--- config.mk ---
export PLATFORM = sky130hd
export DESIGN_NAME = store_stage_queue
export DESIGN_NICKNAME = d
export VERILOG_FILES = /design/src/rtl/store_stage_queue.sv
export SDC_FILE = /design/constraint.sdc
export NUM_CORES = 1
export LEC_CHECK = 0
export BUFFER_PORTS_ARGS = -buffer_cell sky130_fd_sc_hd__buf_2
export CORE_ASPECT_RATIO = 0.7
export CORE_MARGIN = 1.5
export CORE_UTILIZATION = 57
export DETAILED_ROUTE_END_ITERATION = 10
export GPL_ROUTABILITY_DRIVEN = 0
export HOLD_SLACK_MARGIN = 0.1
export PLACE_DENSITY = 0.88
export SYNTH_ARGS = -nofsm -noshare
export SYNTH_HDL_FRONTEND = slang
export SYNTH_SLANG_ARGS = --single-unit
--- constraint.sdc ---
create_clock -name clk_i -period 5.4 [get_ports clk_i]
set_input_delay 0.27 -clock clk_i [delete_from_list [all_inputs] [get_ports clk_i]]
set_output_delay 0.27 -clock clk_i [all_outputs]
set_load 0.05 [all_outputs]
--- src/rtl/store_stage_queue.sv ---
// store_stage_queue: DEPTH-entry store staging FIFO between issue, DTLB and
// the store buffer. Data is rotated into lane position on enqueue. The head
// entry is translated in order, then handed to the store buffer over a
// valid/ready handshake. Each head pop produces one writeback pulse.
// Optional build macro: STORE_STAGE_MMU_EN. When it is defined, the head is
// translated through the DTLB. When it is undefined, the virtual address is
// used directly as the physical address.
module store_stage_queue #(
    parameter int unsigned XLEN          = 64,
    parameter int unsigned VLEN          = 64,
    parameter int unsigned PLEN          = 56,
    parameter int unsigned DEPTH         = 4,
    parameter int unsigned TRANS_ID_BITS = 3
) (
    input  logic                     clk_i,
    input  logic                     rst_ni,
    input  logic                     flush_i,
    input  logic                     st_valid_i,
    output logic                     st_ready_o,
    input  logic [VLEN-1:0]          st_vaddr_i,
    input  logic [XLEN-1:0]          st_data_i,
    input  logic [XLEN/8-1:0]        st_be_i,
    input  logic [1:0]               st_size_i,
    input  logic [TRANS_ID_BITS-1:0] st_trans_id_i,
    output logic                     translation_req_o,
    output logic [VLEN-1:0]          translation_vaddr_o,
    input  logic                     dtlb_hit_i,
    input  logic [PLEN-1:0]          paddr_i,
    input  logic                     ex_valid_i,
    output logic                     sb_valid_o,
    input  logic                     sb_ready_i,
    output logic [PLEN-1:0]          sb_paddr_o,
    output logic [XLEN-1:0]          sb_data_o,
    output logic [XLEN/8-1:0]        sb_be_o,
    output logic [1:0]               sb_size_o,
    output logic                     wb_valid_o,
    output logic [TRANS_ID_BITS-1:0] wb_trans_id_o,
    output logic                     wb_ex_o,
    output logic [$clog2(DEPTH):0]   count_o,
    output logic                     empty_o
);
    localparam int unsigned BEW  = XLEN / 8;
    localparam int unsigned OFFW = $clog2(BEW);
    localparam int unsigned PTRW = $clog2(DEPTH);
    localparam int unsigned CNTW = PTRW + 1;

    typedef struct packed {
        logic [VLEN-1:0]          vaddr;
        logic [XLEN-1:0]          data;
        logic [BEW-1:0]           be;
        logic [1:0]               size;
        logic [TRANS_ID_BITS-1:0] id;
    } entry_t;

    typedef enum logic [1:0] {IDLE, XLATE, PUSH} state_e;

`ifdef STORE_STAGE_MMU_EN
    localparam state_e FIRST_ST = XLATE;
`else
    localparam state_e FIRST_ST = PUSH;
`endif

    entry_t          mem [DEPTH];
    entry_t          head;
    logic [PLEN-1:0] head_paddr;
    logic [PTRW-1:0] rd_ptr_q, wr_ptr_q;
    logic [CNTW-1:0] count_q, count_next;
    state_e          state_q;

    logic            push, pop, more;
    logic            xlate_ex, xlate_hit, sb_fire;
    logic [OFFW+2:0] shamt;
    logic [XLEN-1:0] aligned;

    // Rotate store data left by the byte offset so each byte sits in its lane
    assign shamt   = {st_vaddr_i[OFFW-1:0], 3'b000};
    assign aligned = (st_data_i << shamt) | (st_data_i >> (XLEN - 32'(shamt)));

    assign head       = mem[rd_ptr_q];
    assign st_ready_o = count_q < CNTW'(DEPTH);
    assign empty_o    = count_q == '0;
    assign count_o    = count_q;
    assign push       = st_valid_i && st_ready_o && !flush_i;

`ifdef STORE_STAGE_MMU_EN
    logic [PLEN-1:0] paddr_mem [DEPTH];

    assign translation_req_o = (state_q == XLATE) && !flush_i;
    assign head_paddr        = paddr_mem[rd_ptr_q];

    // Capture the translated address into the head slot on a clean hit
    always_ff @(posedge clk_i) begin
        if (xlate_hit) paddr_mem[rd_ptr_q] <= paddr_i;
    end
`else
    logic unused_mmu;

    assign unused_mmu        = ^{dtlb_hit_i, paddr_i, ex_valid_i};
    assign translation_req_o = 1'b0;
    assign head_paddr        = head.vaddr[PLEN-1:0];
`endif

    // Exception takes priority over a hit; both only count while requesting
    assign xlate_ex   = translation_req_o && ex_valid_i;
    assign xlate_hit  = translation_req_o && !ex_valid_i && dtlb_hit_i;
    assign sb_valid_o = (state_q == PUSH) && !flush_i;
    assign sb_fire    = sb_valid_o && sb_ready_i;
    assign pop        = xlate_ex || sb_fire;
    assign count_next = count_q + CNTW'(push) - CNTW'(pop);
    assign more       = count_next != '0;

    assign translation_vaddr_o = translation_req_o ? head.vaddr : '0;
    assign sb_paddr_o          = sb_valid_o ? head_paddr : '0;
    assign sb_data_o           = sb_valid_o ? head.data  : '0;
    assign sb_be_o             = sb_valid_o ? head.be    : '0;
    assign sb_size_o           = sb_valid_o ? head.size  : '0;
    assign wb_valid_o          = pop;
    assign wb_ex_o             = xlate_ex;
    assign wb_trans_id_o       = pop ? head.id : '0;

    // Entry payload write; storage contents need no reset
    always_ff @(posedge clk_i) begin
        if (push) mem[wr_ptr_q] <= '{vaddr: st_vaddr_i, data: aligned, be: st_be_i,
                                     size: st_size_i, id: st_trans_id_i};
    end

    // Circular FIFO pointers and occupancy; flush empties the queue
    always_ff @(posedge clk_i or negedge rst_ni) begin
        if (!rst_ni) begin
            rd_ptr_q <= '0;
            wr_ptr_q <= '0;
            count_q  <= '0;
        end else if (flush_i) begin
            rd_ptr_q <= '0;
            wr_ptr_q <= '0;
            count_q  <= '0;
        end else begin
            if (push) wr_ptr_q <= wr_ptr_q + PTRW'(1);
            if (pop)  rd_ptr_q <= rd_ptr_q + PTRW'(1);
            count_q <= count_next;
        end
    end

    // Head FSM: wait for an entry, translate it, then offer it to the store buffer
    always_ff @(posedge clk_i or negedge rst_ni) begin
        if (!rst_ni) begin
            state_q <= IDLE;
        end else if (flush_i) begin
            state_q <= IDLE;
        end else begin
            case (state_q)
                IDLE:  if (push) state_q <= FIRST_ST;
                XLATE: begin
                    if (xlate_ex)       state_q <= more ? XLATE : IDLE;
                    else if (xlate_hit) state_q <= PUSH;
                end
                PUSH:  if (sb_fire) state_q <= more ? FIRST_ST : IDLE;
                default: state_q <= IDLE;
            endcase
        end
    end
endmodule
==> flow_summary.toml, run 1 <==
[run_status]
status = "finished clean"

[detailed_routing]
drc_errors = 0
num_vias = 14300
drt-initial-drc-count = 1719
drt-wirelength-per-cell_microns = 24.6
antenna_left = 0
vias_per_cell = 6.11
drt_pass1_iterations = 6
wirelength_microns = 57700

[grt]
grt-ovfl-total = 0
antenna_found_initial = 16
grt_max_degree = 89
first_global_vias = 14200
grtUsageTotal = 0.260
grt_pass1_wl_microns = 86500

[timing]
slew_headroom = 0.199
rsz0062_at_grt = "false"
hold_violations = 0
finalCritPeriodShare = 0.628
fin_hold_ws_ns = 0.119
min_period_ns = 3.39
clock_skew_ns = 0.0176
setup_violations = 0
tightest_slew_ns = 1.20
fin_tns_setup_ns = 0
final_max_slew_viol_count = 0
fmax_ghz = 0.295

[synthesis]
syn-instance-count = 1425
synth_seq_cells = 540
ys.flop_type = "edfxtp_1"
yosysWarnings = 0
synth_area_sq_um = 24500
synth_edf_count = 532
async_flop_share = 0.0148
syn_avg_cell_area_sq_um = 17.2
ys_seq_area_frac = 0.660
synth.distinct_cells = 44

[finish]
num-fill-cells = 2713
multi_input_area_sq_um = 7500
layout_commonest_cell = "edfxtp_1"
drive_gt1_frac = 0.310
layout_common_cells = "edfxtp_1, buf_2, mux4_2"
fin_util = 0.671
areaGrowthSynthToFinish_pct = 15.9
regArea_sq_um = 16200
nets = 1953

[clock_network]
cts_sinks = 540
cts.repair.resized = 0
cts_buffers = 49
tritoncts = "yes"
clkTransAtPathRegs_ns = 0.06
clockBufferDepth = 3
clkLatencyLatePin_ns = 0.56
h-tree-depth = 2
cts-root-buf = "clkbuf_16"

[floorplan]
core_sq_um = 42300
die_h_microns = 176
initial_core_util = 0.579
num_io_pins = 410
die_area_sq_um = 44200
die_x_microns = 251
row_count = 63

[min_path]
hold_path_depth = 3
min_path_type = "in2reg"

[power_and_ir_drop]
pwr_density_cell_nw_per_um2 = 368
leakagePower_nw = 10.2
ir_drop_uv = 245

[worst_setup_path]
cp-start-kind = "flop"
crit_fanout = 55
endpoint_kind = "flop"
worstSetupPathType = "reg2reg"
reg2regPathDepth = 4
required_ns = 5.58
cp_data_arrival_time_ns = 3.57

[placement]
numPortBuffers = 277
place.detailed.hpwl_microns = 34800

[run]
maxCapViolations = 0
## critical path, stage by stage, from the launching register on
cell     delay, ns
dfrtp_1       0.44
nor2b_1       0.65
nor2b_1       0.41
and2_4        0.80
buf_4         0.67
## logic make-up (layout without fill, tap and decap cells)
family | Yosys count | in the layout | share of synthesized area
adder cells (fa/ha/maj) | 7 | 7 | 0.00388
other | 1 | 75 | 0.000153
flip-flops | 540 | 540 | 0.660
AND/OR/NAND/NOR | 297 | 297 | 0.0628
AO/OA/AOI/OAI | 142 | 142 | 0.0453
multiplexers | 253 | 253 | 0.181
buffers and inverters | 179 | 469 | 0.0441
XOR/XNOR | 6 | 6 | 0.00215
## per-layer routing
metal | GRT usage | part of all wire | routed length, microns
met1 | 0.352 | 0.38 | 21800
met2 | 0.421 | 0.49 | 28200
met3 | 0.0687 | 0.11 | 6110
met4 | 0.0758 | 0.026 | 1490
met5 | 0 | 0.0022 | 126
## worst paths after layout
check	startpoint	endpoint	slack (ns)
min in group asynchronous	rst_ni	count_o[1]	0.71
max	count_o[2]	mem[0][126]	2.01
max in group asynchronous	rst_ni	rd_ptr_q[1]	4.35
min	st_data_i[2]	mem[2][15]	0.12
max reg2reg	count_o[2]	mem[0][126]	2.01
min reg2reg	wr_ptr_q[0]	wr_ptr_q[0]	0.63
## cells in the mapped netlist, types with 6 or more instances
cell	number	area share
edfxtp_1	532	0.65
mux4_2	150	0.14
and2_1	142	0.036
nand2_1	106	0.016
mux2i_1	79	0.032
buf_4	77	0.024
buf_2	41	0.0084
clkbuf_1	32	0.0049
mux2_2	24	0.011
nor2_1	22	0.0034
a211oi_1	17	0.0052
a22oi_1	17	0.0052
nor2b_1	17	0.0043
a221o_1	16	0.0065
o21ai_0	16	0.0033
o221ai_1	16	0.0057
o2bb2ai_1	15	0.0054
inv_1	14	0.0021
o211ai_1	14	0.0043
a21oi_1	10	0.0020
buf_6	9	0.0041
a211o_1	8	0.0029
a32oi_1	8	0.0029
dfrtp_1	8	0.0082
ha_1	6	0.0031
## state kept, by name, indices dropped and copies added, names as in the netlist
name      count
state_q       1
wr_ptr_q      2
mem         532
count_o       3
rd_ptr_q      2
## timing repair
action                     in CTS  in global routing
setup endpoints to repair       0                  0
hold endpoints to repair      280                  0
buffers inserted                0                  0
hold buffers                   69                  0
## cell type report
| cell class | instances | area share |
|---|---|---|
| antenna | 9 | 0.000793 |
| clock buffer | 60 | 0.0454 |
| timing repair buffer | 365 | 0.0809 |
| multi-input combinational | 771 | 0.264 |
| inverter | 15 | 0.00198 |
| clock inverter | 29 | 0.0122 |
| tap | 552 | 0.0243 |
| sequential | 540 | 0.570 |
## per-stage QoR
stage          instance area (sq um)  setup WS [ns]  power, mW  instances
2_1_floorplan                  24700          0.588       6.48       1490
3_3_place_gp                   26000           2.16       6.85       2174
3_5_place_dp                   26000           1.95       6.92       2174
4_1_cts                        28400           2.03       10.5       2332
5_1_grt                        28400           1.86       10.8       2337
6_report                       28400           2.01       10.4       2341
## where the power goes
part	switching [mW]	internal, mW	total, mW
sequential	0.0861	4.94	5.03
clock	1.48	2.08	3.56
combinational	1.23	0.633	1.87
total	2.80	7.65	10.4
Note: power is estimated with default switching activity, not from simulation.
==> run 2: changes to the inputs <==
==> constraint.sdc (replaced) <==
create_clock -name clk_i -period 3.2 [get_ports clk_i]
set_input_delay 0.16 -clock clk_i [delete_from_list [all_inputs] [get_ports clk_i]]
set_output_delay 0.16 -clock clk_i [all_outputs]
set_load 0.05 [all_outputs]
==> run 2 against run 1 <==
Net effect: clock power up 69%; sequential share of layout area is 0.97 points lower; via count is 1.2% higher; combinational power increased by 74%; cell area is 1.7% higher; worst hold slack improved by 0.055 ns; worst setup slack lost 1.6 ns; global-route usage is 0.41 points higher; clock-buffer cell count increased by 2; critical endpoint is now sb_data_o[22].
==> flow_summary.toml, run 2 (same netlist as run 1, synthesis figures left out) <==
[grt]
grt-ovfl-total = 0
grt_max_degree = 135
antenna_found_initial = 10
grt_pass1_wl_microns = 87700
grtUsageTotal = 0.264
first_global_vias = 14600

[timing]
fin_ws_ns = 0.397
tightest_slew_ns = 1.11
min_period_ns = 2.80
fmax_ghz = 0.357
slew_headroom = 0.256
clock_skew_ns = 0.0171
rsz0062_at_grt = "false"
setup_violations = 0
finalCritPeriodShare = 0.876
hold_violations = 0
final_max_slew_viol_count = 0
fin_tns_setup_ns = 0

[finish]
finalInstanceArea_sq_um = 28900
largest_reg_flops = 532
num-fill-cells = 2715
stdcell_count = 2380
drive_gt1_frac = 0.314
nets = 1990
layout_common_cells = "edfxtp_1, buf_2, mux4_2"
top_register = "mem"
fin_util = 0.682
areaGrowthSynthToFinish_pct = 17.9
layout_commonest_cell = "edfxtp_1"

[clock_network]
tritoncts = "yes"
clockBufferDepth = 3
clkTransAtPathRegs_ns = 0.06
cts-root-buf = "clkbuf_16"
cts_buffers = 50
clkLatencyLatePin_ns = 0.58
cts_sinks = 540
h-tree-depth = 2

[floorplan]
initial_core_util = 0.579
die_x_microns = 251
num_io_pins = 410
die_h_microns = 176
row_count = 63
die_area_sq_um = 44200
core_sq_um = 42300

[min_path]
hold_start = "st_data_i[50]"
min_path_type = "in2reg"
worstHoldEndpoint = "mem[1][55]"
hold_path_depth = 4

[power_and_ir_drop]
power_frac_seq = 0.477
intPower_mw = 12.9
p_sw_mw = 4.80
ir_drop_uv = 451
pwr_density_cell_nw_per_um2 = 614
leakagePower_nw = 10.4
p_comb_frac = 0.183
sw_frac_of_total = 0.271
p_clk_frac = 0.339

[run]
maxCapViolations = 0

[placement]
pre_cts_ws_ns = 0.571
dpl-instance-area_sq_um = 26300
place.detailed.hpwl_microns = 35900
placed_cells = 2191
numPortBuffers = 277

[worst_setup_path]
required_ns = 3.04
r2r_end = "state_q[1]"
reg2reg_slack_ns = 1.03
rr_startpoint = "count_o[2]"
reg2regPathDepth = 9
cp_data_arrival_time_ns = 2.64
cp-start-kind = "flop"
endpoint_kind = "output port"
worstSetupPathType = "reg2out"
crit_fanout = 35

[detailed_routing]
vias_per_cell = 6.08
drt-initial-drc-count = 1707
drt-wirelength-per-cell_microns = 24.3
drc_errors = 0
antenna_left = 0
drt_pass1_iterations = 5
wirelength_microns = 57900
num_vias = 14500

[run_status]
status = "finished clean"
run 2: worst max path at each step:
stage	endpoint	start	slack, ns
floorplan	mem[0][0]	count_o[2]	-0.12
global placement	mem[2][37]	st_vaddr_i[0]	0.60
detailed placement	mem[3][38]	st_vaddr_i[0]	0.57
CTS	sb_data_o[15]	rd_ptr_q[0]	0.32
global route	sb_data_o[15]	rd_ptr_q[0]	0.26
finish	sb_data_o[22]	rd_ptr_q[0]	0.40
run 2: final cells by class:
cell class	instances	area (sq um)	area share
clock inverters	32	334	0.0116
well taps	552	691	0.0239
inverters	15	56.3	0.00195
flip-flops and latches	540	16200	0.560
clock buffers	62	1330	0.0460
multi-input cells	771	7500	0.260
diodes	7	17.5	0.000607
repair buffers	401	2770	0.0958
run 2: critical path: stages (launching register included):
cell and delay [ns]:
dfrtp_4 0.70, buf_12 0.33, mux4_2 0.59, and2_1 0.19, buf_2 0.21
run 2: power groups by stage:
stage | Clock [mW] | Sequential [mW] | Combinational [mW]
after floorplan | 0 | 8.60 | 2.31
after global placement | 0 | 8.57 | 3.06
after detailed placement | 0 | 8.61 | 3.13
after CTS | 6.11 | 8.46 | 3.24
after global routing | 6.36 | 8.49 | 3.45
final | 6.01 | 8.46 | 3.25
run 2: stage by stage:
stage / hold WS, ns / total power [mW]
5_1_grt: 0.204 / 18.3
4_1_cts: 0.134 / 17.8
3_5_place_dp: 0.0206 / 11.7
2_1_floorplan: -0.136 / 10.9
3_3_place_gp: 0.00903 / 11.6
6_report: 0.174 / 17.7
run 2: timing repair:
action | in CTS | in global routing
buffers inserted | 0 | 0
hold endpoints to repair | 367 | 0
gates resized for setup | 0 | 0
hold buffers | 88 | 0
run 2: per-layer routing:
layer	up-vias	GRT usage	part of all wire
li1	6221	-	-
met1	7260	0.350	0.37
met2	850	0.434	0.49
met3	130	0.0708	0.11
met4	12	0.0801	0.025
met5	-	0	0.0015
